## config.mk

```make
export PLATFORM = sky130hd
export DESIGN_NAME = mul_sequencer
export DESIGN_NICKNAME = d
export VERILOG_FILES = /design/src/rtl/mul_sequencer.sv
export SDC_FILE = /design/constraint.sdc
export NUM_CORES = 1
export LEC_CHECK = 0
export BUFFER_PORTS_ARGS = -buffer_cell sky130_fd_sc_hd__buf_2
export CORE_UTILIZATION = 50
export CTS_CLUSTER_DIAMETER = 100
export DETAILED_ROUTE_END_ITERATION = 7
export PLACE_DENSITY_LB_ADDON = 0.2
export SYNTH_ARGS = -nofsm -noshare
export SYNTH_HDL_FRONTEND = slang
export SYNTH_SLANG_ARGS = --single-unit
```

## constraint.sdc

```tcl
create_clock -name clk -period 4.4 [get_ports clk]
set_input_delay 0.66 -clock clk [delete_from_list [all_inputs] [get_ports clk]]
set_output_delay 0.66 -clock clk [all_outputs]
set_load 0.02 [all_outputs]
```

## src/rtl/mul_sequencer.sv

```systemverilog
// -----------------------------------------------------------------------------
// mul_sequencer
//
// Multi-cycle radix-2 shift-add multiplier for MUL, UMULL and SMULL.
// The multiplier accepts a request in IDLE (edge E0), performs 32
// shift-add steps in CALC (E1..E32), and applies the sign fix-up and
// loads the result in FIX (E33). It then pulses Done for one cycle in
// DONE and returns to IDLE at E34.
//
// SMULL multiplies unsigned magnitudes and negates the product at the
// end when the operand signs differ. The 32-bit unsigned magnitude
// represents 2^31 exactly, so 32'h80000000 needs no special case.
//
// Ports
//   clk      : clock; all state updates occur on the rising edge
//   reset    : asynchronous active-low reset
//   Start    : request to begin a multiply (sampled only in IDLE)
//   MulOp    : 3'b101 MUL, 3'b110 UMULL, 3'b111 SMULL; other values ignored
//   Cancel   : synchronous abort; returns the FSM to IDLE, results are kept
//   SrcA     : multiplicand (sampled only at the accepting edge)
//   SrcB     : multiplier   (sampled only at the accepting edge)
//   Busy     : high while the state is not IDLE
//   Done     : one-cycle pulse while the result is first valid
//   ResultLo : low product word
//   ResultHi : high product word (zero for MUL)
//   MulN     : negative flag of the result
//   MulZ     : zero flag of the result
// -----------------------------------------------------------------------------
module mul_sequencer #(
  parameter int DATA_W = 32
) (
  input  logic              clk,
  input  logic              reset,
  input  logic              Start,
  input  logic [2:0]        MulOp,
  input  logic              Cancel,
  input  logic [DATA_W-1:0] SrcA,
  input  logic [DATA_W-1:0] SrcB,
  output logic              Busy,
  output logic              Done,
  output logic [DATA_W-1:0] ResultLo,
  output logic [DATA_W-1:0] ResultHi,
  output logic              MulN,
  output logic              MulZ
);

  localparam int          CNT_W    = 6;
  localparam int          PROD_W   = 2 * DATA_W;
  localparam logic [2:0]  OP_MUL   = 3'b101;
  localparam logic [2:0]  OP_UMULL = 3'b110;
  localparam logic [2:0]  OP_SMULL = 3'b111;
  localparam logic [CNT_W-1:0] LAST_STEP = CNT_W'(DATA_W - 1);

  typedef enum logic [1:0] {
    IDLE = 2'b00,
    CALC = 2'b01,
    FIX  = 2'b10,
    DONE = 2'b11
  } state_t;

  state_t state, state_nxt;

  logic              accept;
  logic [2:0]        op;
  logic              sign;
  logic [PROD_W-1:0] mcand;
  logic [DATA_W-1:0] mplier;
  logic [PROD_W-1:0] acc;
  logic [CNT_W-1:0]  cnt;

  logic [PROD_W-1:0] fin;
  logic [DATA_W-1:0] res_lo_nxt;
  logic [DATA_W-1:0] res_hi_nxt;
  logic              n_nxt;
  logic              z_nxt;
  logic              is_smull;

  // Unsigned magnitude of a two's-complement value; the most negative
  // value maps onto 2^(DATA_W-1), which still fits the unsigned width.
  function automatic logic [DATA_W-1:0] magnitude(input logic signed [DATA_W-1:0] v);
    logic [DATA_W-1:0] u;
    u = v;
    return v[DATA_W-1] ? (~u + 1'b1) : u;
  endfunction

  // Two's-complement negation of the full product when neg is set.
  function automatic logic [PROD_W-1:0] apply_sign(input logic [PROD_W-1:0] v,
                                                   input logic              neg);
    return neg ? (~v + 1'b1) : v;
  endfunction

  function automatic logic op_supported(input logic [2:0] o);
    return (o == OP_MUL) || (o == OP_UMULL) || (o == OP_SMULL);
  endfunction

  assign is_smull = (MulOp == OP_SMULL);

  // ---------------------------------------------------------------------------
  // Control: state register
  // ---------------------------------------------------------------------------
  always_ff @(posedge clk or negedge reset) begin
    if (!reset) begin
      state <= IDLE;
    end else begin
      state <= state_nxt;
    end
  end

  // Next-state logic; Cancel overrides everything, including a new Start.
  always_comb begin
    state_nxt = state;
    accept    = 1'b0;
    case (state)
      IDLE: begin
        if (Start && op_supported(MulOp)) begin
          accept    = 1'b1;
          state_nxt = CALC;
        end
      end
      CALC: begin
        if (cnt == LAST_STEP) begin
          state_nxt = FIX;
        end
      end
      FIX:     state_nxt = DONE;
      DONE:    state_nxt = IDLE;
      default: state_nxt = IDLE;
    endcase
    if (Cancel) begin
      state_nxt = IDLE;
      accept    = 1'b0;
    end
  end

  assign Busy = (state != IDLE);
  assign Done = (state == DONE);

  // ---------------------------------------------------------------------------
  // Result formation, consumed at the FIX edge
  // ---------------------------------------------------------------------------
  assign fin        = apply_sign(acc, sign);
  assign res_lo_nxt = fin[DATA_W-1:0];
  assign res_hi_nxt = (op == OP_MUL) ? '0 : fin[PROD_W-1:DATA_W];
  assign n_nxt      = (op == OP_MUL) ? fin[DATA_W-1] : fin[PROD_W-1];
  assign z_nxt      = (op == OP_MUL) ? (fin[DATA_W-1:0] == '0) : (fin == '0);

  // ---------------------------------------------------------------------------
  // Datapath: operand latch, shift-add steps, result load
  // ---------------------------------------------------------------------------
  always_ff @(posedge clk or negedge reset) begin
    if (!reset) begin
      op       <= '0;
      sign     <= 1'b0;
      mcand    <= '0;
      mplier   <= '0;
      acc      <= '0;
      cnt      <= '0;
      ResultLo <= '0;
      ResultHi <= '0;
      MulN     <= 1'b0;
      MulZ     <= 1'b0;
    end else if (Cancel) begin
      cnt <= '0;
    end else begin
      case (state)
        IDLE: begin
          if (accept) begin
            op     <= MulOp;
            mcand  <= {{DATA_W{1'b0}}, (is_smull ? magnitude($signed(SrcA)) : SrcA)};
            mplier <= is_smull ? magnitude($signed(SrcB)) : SrcB;
            sign   <= is_smull & (SrcA[DATA_W-1] ^ SrcB[DATA_W-1]);
            acc    <= '0;
            cnt    <= '0;
          end
        end
        CALC: begin
          if (mplier[0]) begin
            acc <= acc + mcand;
          end
          mcand  <= mcand << 1;
          mplier <= mplier >> 1;
          cnt    <= cnt + 1'b1;
        end
        FIX: begin
          ResultLo <= res_lo_nxt;
          ResultHi <= res_hi_nxt;
          MulN     <= n_nxt;
          MulZ     <= z_nxt;
        end
        default: ;
      endcase
    end
  end

endmodule
```

# Yosys cells after proc, flatten, opt, wreduce, memory -nomap -nowiden
# Cells that the tools add are included.
# totals
out_inout_bits	68
mem_bits_rw	0
wordCells	75
latchBits	0
mem_count	0
ff_bits	238
in_bits	71
rom_bits	0
# classes
addsub	5
div	0
bitwise_logic	6
magnitude_cmp	0
multipliers	0
eq_ne	13
n_reduce_logical	15
shifts	0
muxes	25
# op_table
op	n
$mux 64	4
$pmux 64 s2	2
$mux 32	6
$add 32x1->32 const B	2
$add 64x1->64 const B	1
$add 64x64->64	1
$logic_not 64->1	1
$not 32->32	2
$not 64->64	1
$pmux 32 s2	1
$logic_not 32->1	1
$eq 3x3->1 const B	4
$mux 6	2
$pmux 6 s2	1
$ne 3x3->1 const B	3
$pmux 2 s4	1
$add 6x1->6 const B	1
$eq 6x5->1 const B	1
$mux 2	3
$reduce_and 2->1	3
$reduce_and 3->1	2
$mux 1	5
$eq 2x2->1 const B	2
$ne 2x2->1 const B	2
10 further kinds	12

# Logic depth before layout (Yosys ltp)
# Gate-level depths: netlist of run 1.
# logic_depth
word_depth	10
mapped_depth	14
depth_no_buf	13

# Least setup slack after synthesis of run 1
# No wires, ideal clock.
# synth_timing
path_type	flip-flop to flip-flop
from	reg acc[1]
to	reg MulZ
setup_time_ps	76
path_slack_ps	1069
path_stages_with_launch	13
n_path_buf	0
period_less_slack_ps	3331
t_arrival_ps	3255
t_required_ps	4324
cell_sequence	dfrtp_1 > inv_1 > ha_1 > or3b_1 > or4b_1 > or4_1 > or2_1 > o21ai_2 > a32oi_1 > nor3b_2 > o211ai_1 > o31a_1 > o21ai_1
# synth_between
elab_chain_len	5
word_cells_on_any_way	6
cone_classes	add/sub: 1; mux: 2; bitwise: 1; reduce/logical: 2
# synth_rtl
element	line	source
start, declared	68	logic [PROD_W-1:0] acc;
start signal, assigned	178	acc <= acc + mcand;
$not 64->64	89	return neg ? (~v + 1'b1) : v;
$add 64x1->64	89	
$mux 64 *	89	
$logic_not 64->1 / $logic_not 32->1 (equally long branches)	145	assign z_nxt = (op == OP_MUL) ? (fin[DATA_W-1:0] == '0) : (fin == '0);
$mux 1 *	145	
end signal, assigned	188	MulZ <= z_nxt;
end, declared	44	output logic MulZ
# Every way passes the cells marked *; elsewhere a longest branch is shown, timed or not.
# A chain may end at the register's enable or synchronous reset.

# Worst setup path in the final report of run 1
# Same ends and word-level chain as after synthesis.

==> qor_table.md, run 1 <==
| Result | Value | Unit |
|:---|:---|:---|
| Kind of start point of the critical path | flip-flop | - |
| Top-area cell type share of the netlist area | 0.3593 | - |
| Post-DR wirelength/cell | 17.31 | µm |
| Maximum single-stage delay on the critical path | 0.68 | ns |
| Antenna viol nets, final | 0 | - |
| Number of setup buffers added after CTS | 0 | - |
| Status | finished, final reports clean | - |
| Top cells by area in the synthesized netlist | sky130_fd_sc_hd__dfrtp_1, sky130_fd_sc_hd__nand2_1, sky130_fd_sc_hd__o21ai_0, sky130_fd_sc_hd__xor2_1, sky130_fd_sc_hd__ha_1 | - |
| Average instance area after synthesis | 7.977 | µm² |
| Post-synthesis instance area | 16,580 | µm² |
| Number of buffers and inverters on the critical path | 1 | - |
| Final worst clock skew | 0.01429 | ns |
| Most frequent standard cell in the layout excluding fill and tap cells | sky130_fd_sc_hd__nand2_1 | - |
| End of the worst register-to-register path | MulZ | - |
| Synth Warn # | 0 | - |
| Final net count | 2,276 | - |
| Final setup violation count | 0 | - |
| Top library cells by usage in the layout, fill and taps aside | sky130_fd_sc_hd__nand2_1, sky130_fd_sc_hd__o21ai_0, sky130_fd_sc_hd__dfrtp_1, sky130_fd_sc_hd__a21oi_1, sky130_fd_sc_hd__buf_2 | - |
| Final estimated routing congestion in global placement | 0.9783 | - |
| HPWL after detailed placement | 33.90 | mm |
| Power density relative to cell area | 633.7 | nW/µm² |
| Worst endpoint required time | 4.87 | ns |
| DR vias | 15.26k | - |
| CTS root buffer | sky130_fd_sc_hd__clkbuf_16 | - |
| Layout cell share with drive strength beyond 1 | 0.1148 | - |
| Slew at the pin closest to its max-slew limit | 0.9922 | ns |
| Worst-path cell chain | inv_1 > ha_1 > or3b_1 > or4b_1 > nor4_4 > nand4_1 > mux2_2 > a32oi_1 > nor4_1 > nand4_1 > o31a_1 > o21ai_1 | - |
| Sequential area share after synthesis | 0.3593 | - |
| CTS resizes | 0 | - |
| Vias per cell | 5.884 | - |
| Max-cap violations | 0 | - |
| GRT Util Overall | 0.2655 | - |
| Core occupancy in the finished layout | 0.5676 | - |
| Worst slew margin relative to its limit | 0.3386 | - |
| Number of standard cells after synthesis | 2,078 | - |
| Fin Setup TNS | 0 | ns |
| Register-to-register setup slack | 0.58 | ns |
| Number of cells traversed by the worst register-to-register path | 12 | - |
| Largest delay share family, worst path | simple AND/OR/NAND/NOR gates | - |
| Count of cell types in the netlist | 82 | - |
| Post-synthesis cell type with the largest combined area | sky130_fd_sc_hd__dfrtp_1 | - |
| TritonCTS clock tree | yes | - |
| EDFF count, synth | 0 | - |
| H-tree level count | 1 | - |
| Clock sink count | 238 | - |
| Post-route setup slack | 0.5802 | ns |
| Total iterations of the first detailed-routing run | 6 | - |
| Tmin final | 3.820 | ns |
| Filler-free cell count of the finished design | 2,594 | - |
| DRC violation count after routing | 0 | - |
| IR Drop Worst-Case VDD | 391.8 | µV |
| Fmax | 261.8 | MHz |
| Worst-case hold slack | 0.1016 | ns |
| Number of storage elements in the synthesis netlist | 238 | - |
| Clock slew at the register clock pins of the worst setup and hold paths | 0.06 | ns |
| Die Outline Area | 33,880 | µm² |
| Syn Nets | 2,222 | - |
| Die Height | 184.1 | µm |
| Total of buffers placed on input and output ports | 138 | - |
| Pin count of the biggest net entering global routing | 101 | - |
| Cell Count Post-Placement | 2,545 | - |
| Final Hold Violating Endpoints | 0 | - |
| Arr. time, crit path | 4.29 | ns |
| Number of buffers inserted for hold repair after clock tree synthesis | 0 | - |
| Grt total ovfl | 0 | - |
| Effective utilization at floorplan | 0.5095 | - |
| Cell Rows | 66 | - |
| Cell repeated most along the worst path | sky130_fd_sc_hd__nand4_1 | - |
| Number of placed I/O pins | 139 | - |
| Total wirelength of the detailed-routed design | 44.90 | mm |
| Primary flip-flop cell chosen by synthesis mapping | sky130_fd_sc_hd__dfrtp_1 | - |
| Buffer depth of the longest clock path | 3 | - |
| Period utilisation layout | 0.8681 | - |
| Static leakage | 0.008464 | µW |
| Initial antenna violation count | 2 | - |
| Post-Place Setup Slack | 0.6223 | ns |
| Min-delay worst type | in2async | - |
| Global-route wire length before repair | 72.74 | mm |
| Area Overhead vs Synth | 11.41 | % |
| Cell type of the slowest stage on the worst timing path | sky130_fd_sc_hd__or4b_1 | - |
| Die X | 184.1 | µm |
| Setup crit end kind | flip-flop | - |
| Via count of the first global-routing pass | 13.81k | - |
| Critical path type | reg2reg | - |
| Async set or reset register ratio after synthesis | 1.000 | - |
| Clock insertion delay at the later pin of the skew report | 0.54 | ns |
| Number of buffers created by CTS | 27 | - |
| Starting DRT DRC Count | 1,410 | - |
| Standard cell core area | 32,540 | µm² |
| Critical path fanouts, max | 6 | - |
| Final number of max-transition violations | 0 | - |
| RSZ-0062 raised after global routing | no | - |
| Worst reg2reg startpoint | acc[1] | - |
| Antenna diode instance count | 0 | - |
-- worst max-delay path by stage --
stage,start,to,slack (ns),cells past startpoint
floorplan,acc[1],MulZ,1.07,12
global placement,acc[1],MulZ,0.70,12
detailed placement,acc[1],MulZ,0.62,12
CTS,acc[1],MulZ,0.60,12
global route,acc[1],MulZ,0.35,12
finish,acc[1],MulZ,0.58,12
-- cell families after synthesis --
group,after synthesis,synth area share
buffers and inverters,171,0.04001
DFF,238,0.3593
and+or+nand+nor,776,0.2191
adders and majority gates,73,0.05556
AOI/OAI and AO/OA,631,0.2245
muxes,14,0.009058
xor gates and xnor gates,175,0.09247
-- metal layers --
| layer | part of all wire | global-route usage | up-vias |
|---|---|---|---|
| met3 | 0.075 | 0.04219 | 61 |
| met5 | 0.00029 | 0 | - |
| met4 | 0.016 | 0.05433 | 2 |
| li1 | - | - | 7514 |
| met1 | 0.49 | 0.4053 | 7137 |
| met2 | 0.42 | 0.3918 | 549 |
-- registers in the layout (all words and copies together) (netlist names), 2 cells and up --
register	flops
ResultLo	32
mplier	32
state	2
ResultHi	32
op	3
cnt	6
acc	64
mcand	64
-- per-stage QoR --
step                      cell area [µm²]  total power [µW]
final                               18470             11700
after detailed placement            17550              9328
after global placement              17550              9216
after global routing                18470             12590
after floorplan                     16580              7656
after CTS                           18470             11700
-- power by group --
part,switching (µW),total (µW),internal [µW]
combinational,3770,5860,2090
clock,920,2330,1410
sequential,675,3510,2840
-- cell usage after synthesis (33+ instances only) --
cell	count
sky130_fd_sc_hd__nand2_1	362
sky130_fd_sc_hd__o21ai_0	269
sky130_fd_sc_hd__dfrtp_1	238
sky130_fd_sc_hd__a21oi_1	170
sky130_fd_sc_hd__nor2_1	134
sky130_fd_sc_hd__clkbuf_1	118
sky130_fd_sc_hd__xor2_1	104
sky130_fd_sc_hd__ha_1	72
sky130_fd_sc_hd__xnor2_1	71
sky130_fd_sc_hd__nand3_1	69
sky130_fd_sc_hd__o31ai_1	39
sky130_fd_sc_hd__nand4_1	36
sky130_fd_sc_hd__inv_1	34
sky130_fd_sc_hd__a21o_1	33
-- final cells by class --
| class | instances | area (µm²) |
|---|---|---|
| timing repair buffer | 161 | 910.9 |
| multi-input combinational | 1669 | 9993 |
| sequential | 238 | 5957 |
| fill | 3098 | 14070 |
| clock inverter | 17 | 197.7 |
| inverter | 35 | 131.4 |
| clock buffer | 32 | 724.4 |
| tap | 442 | 553.0 |
Power figures use the tool's default switching activity.
==> run 2: changes to the inputs <==
Settings changed: CORE_UTILIZATION 50 to 29.
==> qor_table.md, run 2 (same netlist as run 1, synthesis figures left out) <==
| Result | Value | Unit |
|:---|:---|:---|
| Final worst clock skew | 0.01108 | ns |
| Tmin final | 4.040 | ns |
| DR vias | 15.24k | - |
| Post-route setup slack | 0.3597 | ns |
| Final estimated routing congestion in global placement | 0.9265 | - |
| Met1 demand-to-capacity share in global routing | 0.2560 | - |
| Final number of max-transition violations | 0 | - |
| Global-route layer with the greatest usage | met2 | - |
| Critical path destination | acc[62] | - |
| Critical path fanouts, max | 3 | - |
| Via count of the first global-routing pass | 14.60k | - |
| Cell Count Post-Placement | 2,866 | - |
| RSZ-0062 raised after global routing | no | - |
| Final net count | 2,286 | - |
| Static leakage | 0.008567 | µW |
| Die Outline Area | 58,120 | µm² |
| Period utilisation layout | 0.9183 | - |
| Post-DR wirelength/cell | 17.09 | µm |
| Final setup violation count | 0 | - |
| Biggest registers after layout | acc x64, mcand x64 | - |
| IR Drop Worst-Case VDD | 393.4 | µV |
| Number of buffers inserted for hold repair after clock tree synthesis | 0 | - |
| Fmax | 247.5 | MHz |
| H-tree level count | 1 | - |
| Setup crit end kind | flip-flop | - |
| CTS root buffer | sky130_fd_sc_hd__clkbuf_16 | - |
| Met2 usage in global routing | 0.2584 | - |
| Total iterations of the first detailed-routing run | 5 | - |
| Antenna viol nets, final | 0 | - |
| Worst slew margin relative to its limit | 0.3167 | - |
| Power density relative to cell area | 634.3 | nW/µm² |
| Initial antenna violation count | 14 | - |
| Final Hold Violating Endpoints | 0 | - |
| Cell type of the slowest stage on the worst timing path | sky130_fd_sc_hd__a2111oi_0 | - |
| Number of buffers created by CTS | 30 | - |
| Fin Setup TNS | 0 | ns |
| Starting DRT DRC Count | 1,089 | - |
| Area Overhead vs Synth | 15.18 | % |
| Launch point of the critical path | mcand[0] | - |
| Maximum single-stage delay on the critical path | 0.68 | ns |
| Number of cells traversed by the worst register-to-register path | 14 | - |
| Standard cell core area | 56,390 | µm² |
| Most frequent standard cell in the layout excluding fill and tap cells | sky130_fd_sc_hd__nand2_1 | - |
| Area used by multi-input combinational logic | 9993 | µm² |
| Min-delay worst type | in2async | - |
| Buffer depth of the longest clock path | 3 | - |
| Post-Place Setup Slack | 0.4166 | ns |
| Met3 Resource Use GR | 0.02951 | - |
| Number of setup buffers added after CTS | 0 | - |
| CTS resizes | 0 | - |
| Filler-free cell count of the finished design | 2,930 | - |
| Layout cell share with drive strength beyond 1 | 0.1187 | - |
| TritonCTS clock tree | yes | - |
| Register-to-register setup slack | 0.36 | ns |
| DRC violation count after routing | 0 | - |
| Number of placed I/O pins | 139 | - |
| Grt total ovfl | 0 | - |
| Top library cells by usage in the layout, fill and taps aside | sky130_fd_sc_hd__nand2_1, sky130_fd_sc_hd__o21ai_0, sky130_fd_sc_hd__dfrtp_1, sky130_fd_sc_hd__a21oi_1, sky130_fd_sc_hd__buf_2 | - |
| Die X | 241.1 | µm |
| Total of buffers placed on input and output ports | 138 | - |
| Global-route wire length before repair | 80.81 | mm |
| Critical path type | reg2reg | - |
| Total wirelength of the detailed-routed design | 50.07 | mm |
| Worst endpoint required time | 4.90 | ns |
| Cell Rows | 87 | - |
| Die Height | 241.1 | µm |
| Worst reg2reg startpoint | mcand[0] | - |
| Total number of cells along the worst setup path | 14 | - |
| Number of buffers and inverters on the critical path | 2 | - |
| Filler instances | 6,053 | - |
| Pin count of the biggest net entering global routing | 166 | - |
| Largest delay share family, worst path | compound AO/OA/AOI/OAI gates | - |
| Effective utilization at floorplan | 0.2940 | - |
| Clock sink count | 238 | - |
| GRT Util Overall | 0.1735 | - |
| Vias per cell | 5.201 | - |
| Status | finished, final reports clean | - |
| HPWL after detailed placement | 38.11 | mm |
| Clock slew at the register clock pins of the worst setup and hold paths | 0.06 | ns |
| Clock insertion delay at the later pin of the skew report | 0.59 | ns |
| Sequential cell area | 5957 | µm² |
| Worst-path cell chain | ha_1 > inv_1 > fa_1 > nor2b_1 > o2111ai_1 > a2111oi_0 > buf_4 > o311ai_0 > a21oi_1 > a31oi_1 > o211ai_1 > o221ai_1 > xor2_1 > o21ai_0 | - |
| Slew at the pin closest to its max-slew limit | 1.025 | ns |
| Max-cap violations | 0 | - |
| End of the worst register-to-register path | acc[62] | - |
| Arr. time, crit path | 4.54 | ns |
| Kind of start point of the critical path | flip-flop | - |
run 2: metal layers:
metal | wire length [µm] | up-vias | part of all wire
met3 | 2880 | 70 | 0.058
met4 | 1076 | 12 | 0.021
li1 | - | 7572 | -
met2 | 20880 | 368 | 0.42
met5 | 85 | - | 0.0017
met1 | 25150 | 7217 | 0.50
run 2: cell type report:
| class | count | share of cell area |
|---|---|---|
| multi-input cells | 1669 | 0.5234 |
| flip-flops and latches | 238 | 0.3120 |
| repair buffers | 168 | 0.05112 |
| well taps | 756 | 0.04954 |
| clock buffers | 44 | 0.04686 |
| clock inverters | 12 | 0.009109 |
| inverters | 35 | 0.006881 |
| diodes | 8 | 0.001049 |
run 2: stage by stage:
stage | total power (µW) | utilization | instance area [µm²] | hold WS, ns
after floorplan | 7656 | - | 16580 | 0.3644
after global placement | 9477 | 0.3193 | 18000 | 0.4502
after detailed placement | 9526 | 0.3193 | 18000 | 0.4557
after CTS | 12230 | 0.3382 | 19070 | 0.1212
after global routing | 13100 | 0.3385 | 19090 | 0.1398
final | 12110 | 0.3386 | 19090 | 0.09691
run 2: power by group:
group          leakage (µW)  switching, µW  internal (µW)
sequential          0.00317            701           2840
clock              0.000525           1010           1640
combinational       0.00487           3790           2130
run 2: worst register-to-register path, cell delays in order (launching register included):
cell and delay [ns]:
sky130_fd_sc_hd__dfrtp_1 0.40, sky130_fd_sc_hd__ha_1 0.20, sky130_fd_sc_hd__inv_1 0.06, sky130_fd_sc_hd__fa_1 0.38, sky130_fd_sc_hd__nor2b_1 0.21, sky130_fd_sc_hd__o2111ai_1 0.18
sky130_fd_sc_hd__a2111oi_0 0.68, sky130_fd_sc_hd__buf_4 0.22, sky130_fd_sc_hd__o311ai_0 0.18, sky130_fd_sc_hd__a21oi_1 0.36, sky130_fd_sc_hd__a31oi_1 0.28, sky130_fd_sc_hd__o211ai_1 0.35
sky130_fd_sc_hd__o221ai_1 0.17, sky130_fd_sc_hd__xor2_1 0.16, sky130_fd_sc_hd__o21ai_0 0.13
run 2: worst min-delay path by stage:
stage,startpoint,endpoint,slack (ns),cells after the start
6_report,reset,ResultHi[22],0.1,1
2_1_floorplan,reset,MulN,0.36,0
4_1_cts,reset,ResultHi[22],0.12,1
3_5_place_dp,op[2],op[2],0.46,1
5_1_grt,reset,ResultHi[22],0.14,1
3_3_place_gp,op[2],op[2],0.45,1
==> run 3: changes to the inputs <==
Settings changed: PLACE_DENSITY_LB_ADDON 0.2 to not set.
Clock period 4.4 ns to 4.1 ns, I/O delays scaled along.
==> qor_table.md, run 3 (same netlist as run 1, synthesis figures left out) <==
| Result | Value | Unit |
|:---|:---|:---|
| Clock sink count | 238 | - |
| Vias per cell | 5.212 | - |
| GRT Util Overall | 0.1712 | - |
| Initial antenna violation count | 9 | - |
| Die X | 241.1 | µm |
| Most frequent standard cell in the layout excluding fill and tap cells | sky130_fd_sc_hd__nand2_1 | - |
| Area Overhead vs Synth | 16.14 | % |
| Standard cell core area | 56,390 | µm² |
| End of the worst register-to-register path | MulZ | - |
| Grt total ovfl | 0 | - |
| Cell type of the slowest stage on the worst timing path | sky130_fd_sc_hd__or4b_1 | - |
| Post-DR wirelength/cell | 16.82 | µm |
| Min-delay worst type | in2async | - |
| Total number of cells along the worst setup path | 12 | - |
| Global-route wire length before repair | 79.55 | mm |
| Critical path fanouts, max | 6 | - |
| Die Height | 241.1 | µm |
| Tmin final | 3.794 | ns |
| Worst-path cell chain | inv_1 > ha_1 > or3b_1 > or4b_1 > nor4_4 > nand3_2 > o41ai_2 > xor2_1 > nor3b_2 > o211ai_1 > o31a_1 > o21ai_1 | - |
| IR Drop Worst-Case VDD | 371.5 | µV |
| Slew at the pin closest to its max-slew limit | 0.9912 | ns |
| Cell Count Post-Placement | 2,874 | - |
| Post-route total power | 13,210 | µW |
| Register-to-register setup slack | 0.31 | ns |
| Area used by multi-input combinational logic | 9995 | µm² |
| Static leakage | 0.008658 | µW |
| Layout cell share with drive strength beyond 1 | 0.1235 | - |
| Critical path destination | MulZ | - |
| HPWL after detailed placement | 37.19 | mm |
| Final net count | 2,299 | - |
| Max-cap violations | 0 | - |
| Worst reg2reg startpoint | acc[1] | - |
| Power density relative to cell area | 686.1 | nW/µm² |
| TritonCTS clock tree | yes | - |
| Number of cells traversed by the worst register-to-register path | 12 | - |
| Cell Rows | 87 | - |
| Final worst clock skew | 0.01639 | ns |
| Final estimated routing congestion in global placement | 0.9595 | - |
| Top library cells by usage in the layout, fill and taps aside | sky130_fd_sc_hd__nand2_1, sky130_fd_sc_hd__o21ai_0, sky130_fd_sc_hd__dfrtp_1, sky130_fd_sc_hd__a21oi_1, sky130_fd_sc_hd__buf_2 | - |
| Fin Setup TNS | 0 | ns |
| Arr. time, crit path | 4.26 | ns |
| Pin count of the biggest net entering global routing | 166 | - |
| Filler instances | 5,966 | - |
| Number of placed I/O pins | 139 | - |
| Die Outline Area | 58,120 | µm² |
| RSZ-0062 raised after global routing | no | - |
| Number of buffers created by CTS | 34 | - |
| Sequential cell area | 5957 | µm² |
| H-tree level count | 2 | - |
| Kind of start point of the critical path | flip-flop | - |
| Buffer depth of the longest clock path | 3 | - |
| Fmax | 263.6 | MHz |
| Total iterations of the first detailed-routing run | 5 | - |
| Filler-free cell count of the finished design | 2,940 | - |
| Maximum single-stage delay on the critical path | 0.66 | ns |
| Final number of max-transition violations | 0 | - |
| Number of buffers and inverters on the critical path | 1 | - |
| Worst slew margin relative to its limit | 0.3392 | - |
| Worst endpoint required time | 4.57 | ns |
| Setup crit end kind | flip-flop | - |
| Total wirelength of the detailed-routed design | 49.45 | mm |
| Largest delay share family, worst path | simple AND/OR/NAND/NOR gates | - |
| Failing checks | negative hold slack | - |
| Critical path type | reg2reg | - |
| Launch point of the critical path | acc[1] | - |
| DRC violation count after routing | 0 | - |
| Total of buffers placed on input and output ports | 138 | - |
| Worst-case hold slack | -0.01080 | ns |
| Antenna viol nets, final | 0 | - |
| Period utilisation layout | 0.9253 | - |
| Clock insertion delay at the later pin of the skew report | 0.54 | ns |
| Final Hold Violating Endpoints | 3 | - |
| Status | finished with violations | - |
| Effective utilization at floorplan | 0.2940 | - |
| Via count of the first global-routing pass | 14.52k | - |
| Biggest registers after layout | acc x64, mcand x64 | - |
| CTS root buffer | sky130_fd_sc_hd__clkbuf_16 | - |
| DR vias | 15.32k | - |
| Starting DRT DRC Count | 1,122 | - |
| Clock slew at the register clock pins of the worst setup and hold paths | 0.06 | ns |
| Final setup violation count | 0 | - |
[run 3: cell count changes in the layout (fill, tap and decap cells not counted), sizes merged]
cell,before,now
buf,168,177
diode,8,6
clkbuf,44,48
bufinv,4,3
[run 3: final cells by class]
type	instances	area share
antenna	6	0.0007799
multi-input combinational	1669	0.5192
inverter	35	0.006824
clock inverter	11	0.007474
sequential	238	0.3094
tap	756	0.04914
timing repair buffer	177	0.05550
clock buffer	48	0.05167
[run 3: worst min-delay path by stage]
| stage | to | slack (ns) | cells after the start |
|---|---|---|---|
| global placement | op[2] | 0.44 | 1 |
| finish | ResultHi[21] | -0.01 | 1 |
| CTS | ResultHi[21] | 0.007 | 1 |
| detailed placement | op[2] | 0.45 | 1 |
| floorplan | MulN | 0.32 | 0 |
| global route | ResultHi[21] | 0.02 | 1 |
[run 3: routing by layer]
layer | wire [µm] | up-vias | track usage | share of wire
met4 | 1403 | 6 | 0.05619 | 0.028
met2 | 21240 | 433 | 0.2631 | 0.43
li1 | - | 7564 | - | -
met3 | 3111 | 85 | 0.03408 | 0.063
met1 | 23640 | 7235 | 0.2388 | 0.48
met5 | 48 | - | 0 | 0.00097
[run 3: stage by stage]
step           utilization  area, µm²  hold slack [ns]  setup slack (ns)
4_1_cts             0.3410      19230         0.007389            0.2985
3_3_place_gp        0.3208      18090           0.4448            0.3523
3_5_place_dp        0.3208      18090           0.4534            0.3127
6_report            0.3414      19250         -0.01080            0.3061
2_1_floorplan            -      16580           0.3194            0.7691
5_1_grt             0.3412      19240          0.01857          0.003538
[run 3: what timing repair did]
item,in CTS,in global routing
hold buffers,0,0
setup endpoints to repair,0,1
resized for setup,0,1
setup buffers,0,1
[run 3: power breakdown]
part	switching (µW)	total, µW	internal, µW	leakage [µW]
registers	701	3750	3050	0.00317
clock network	1130	3000	1880	0.000560
logic	4110	6460	2340	0.00492
total	5940	13200	7270	0.00866
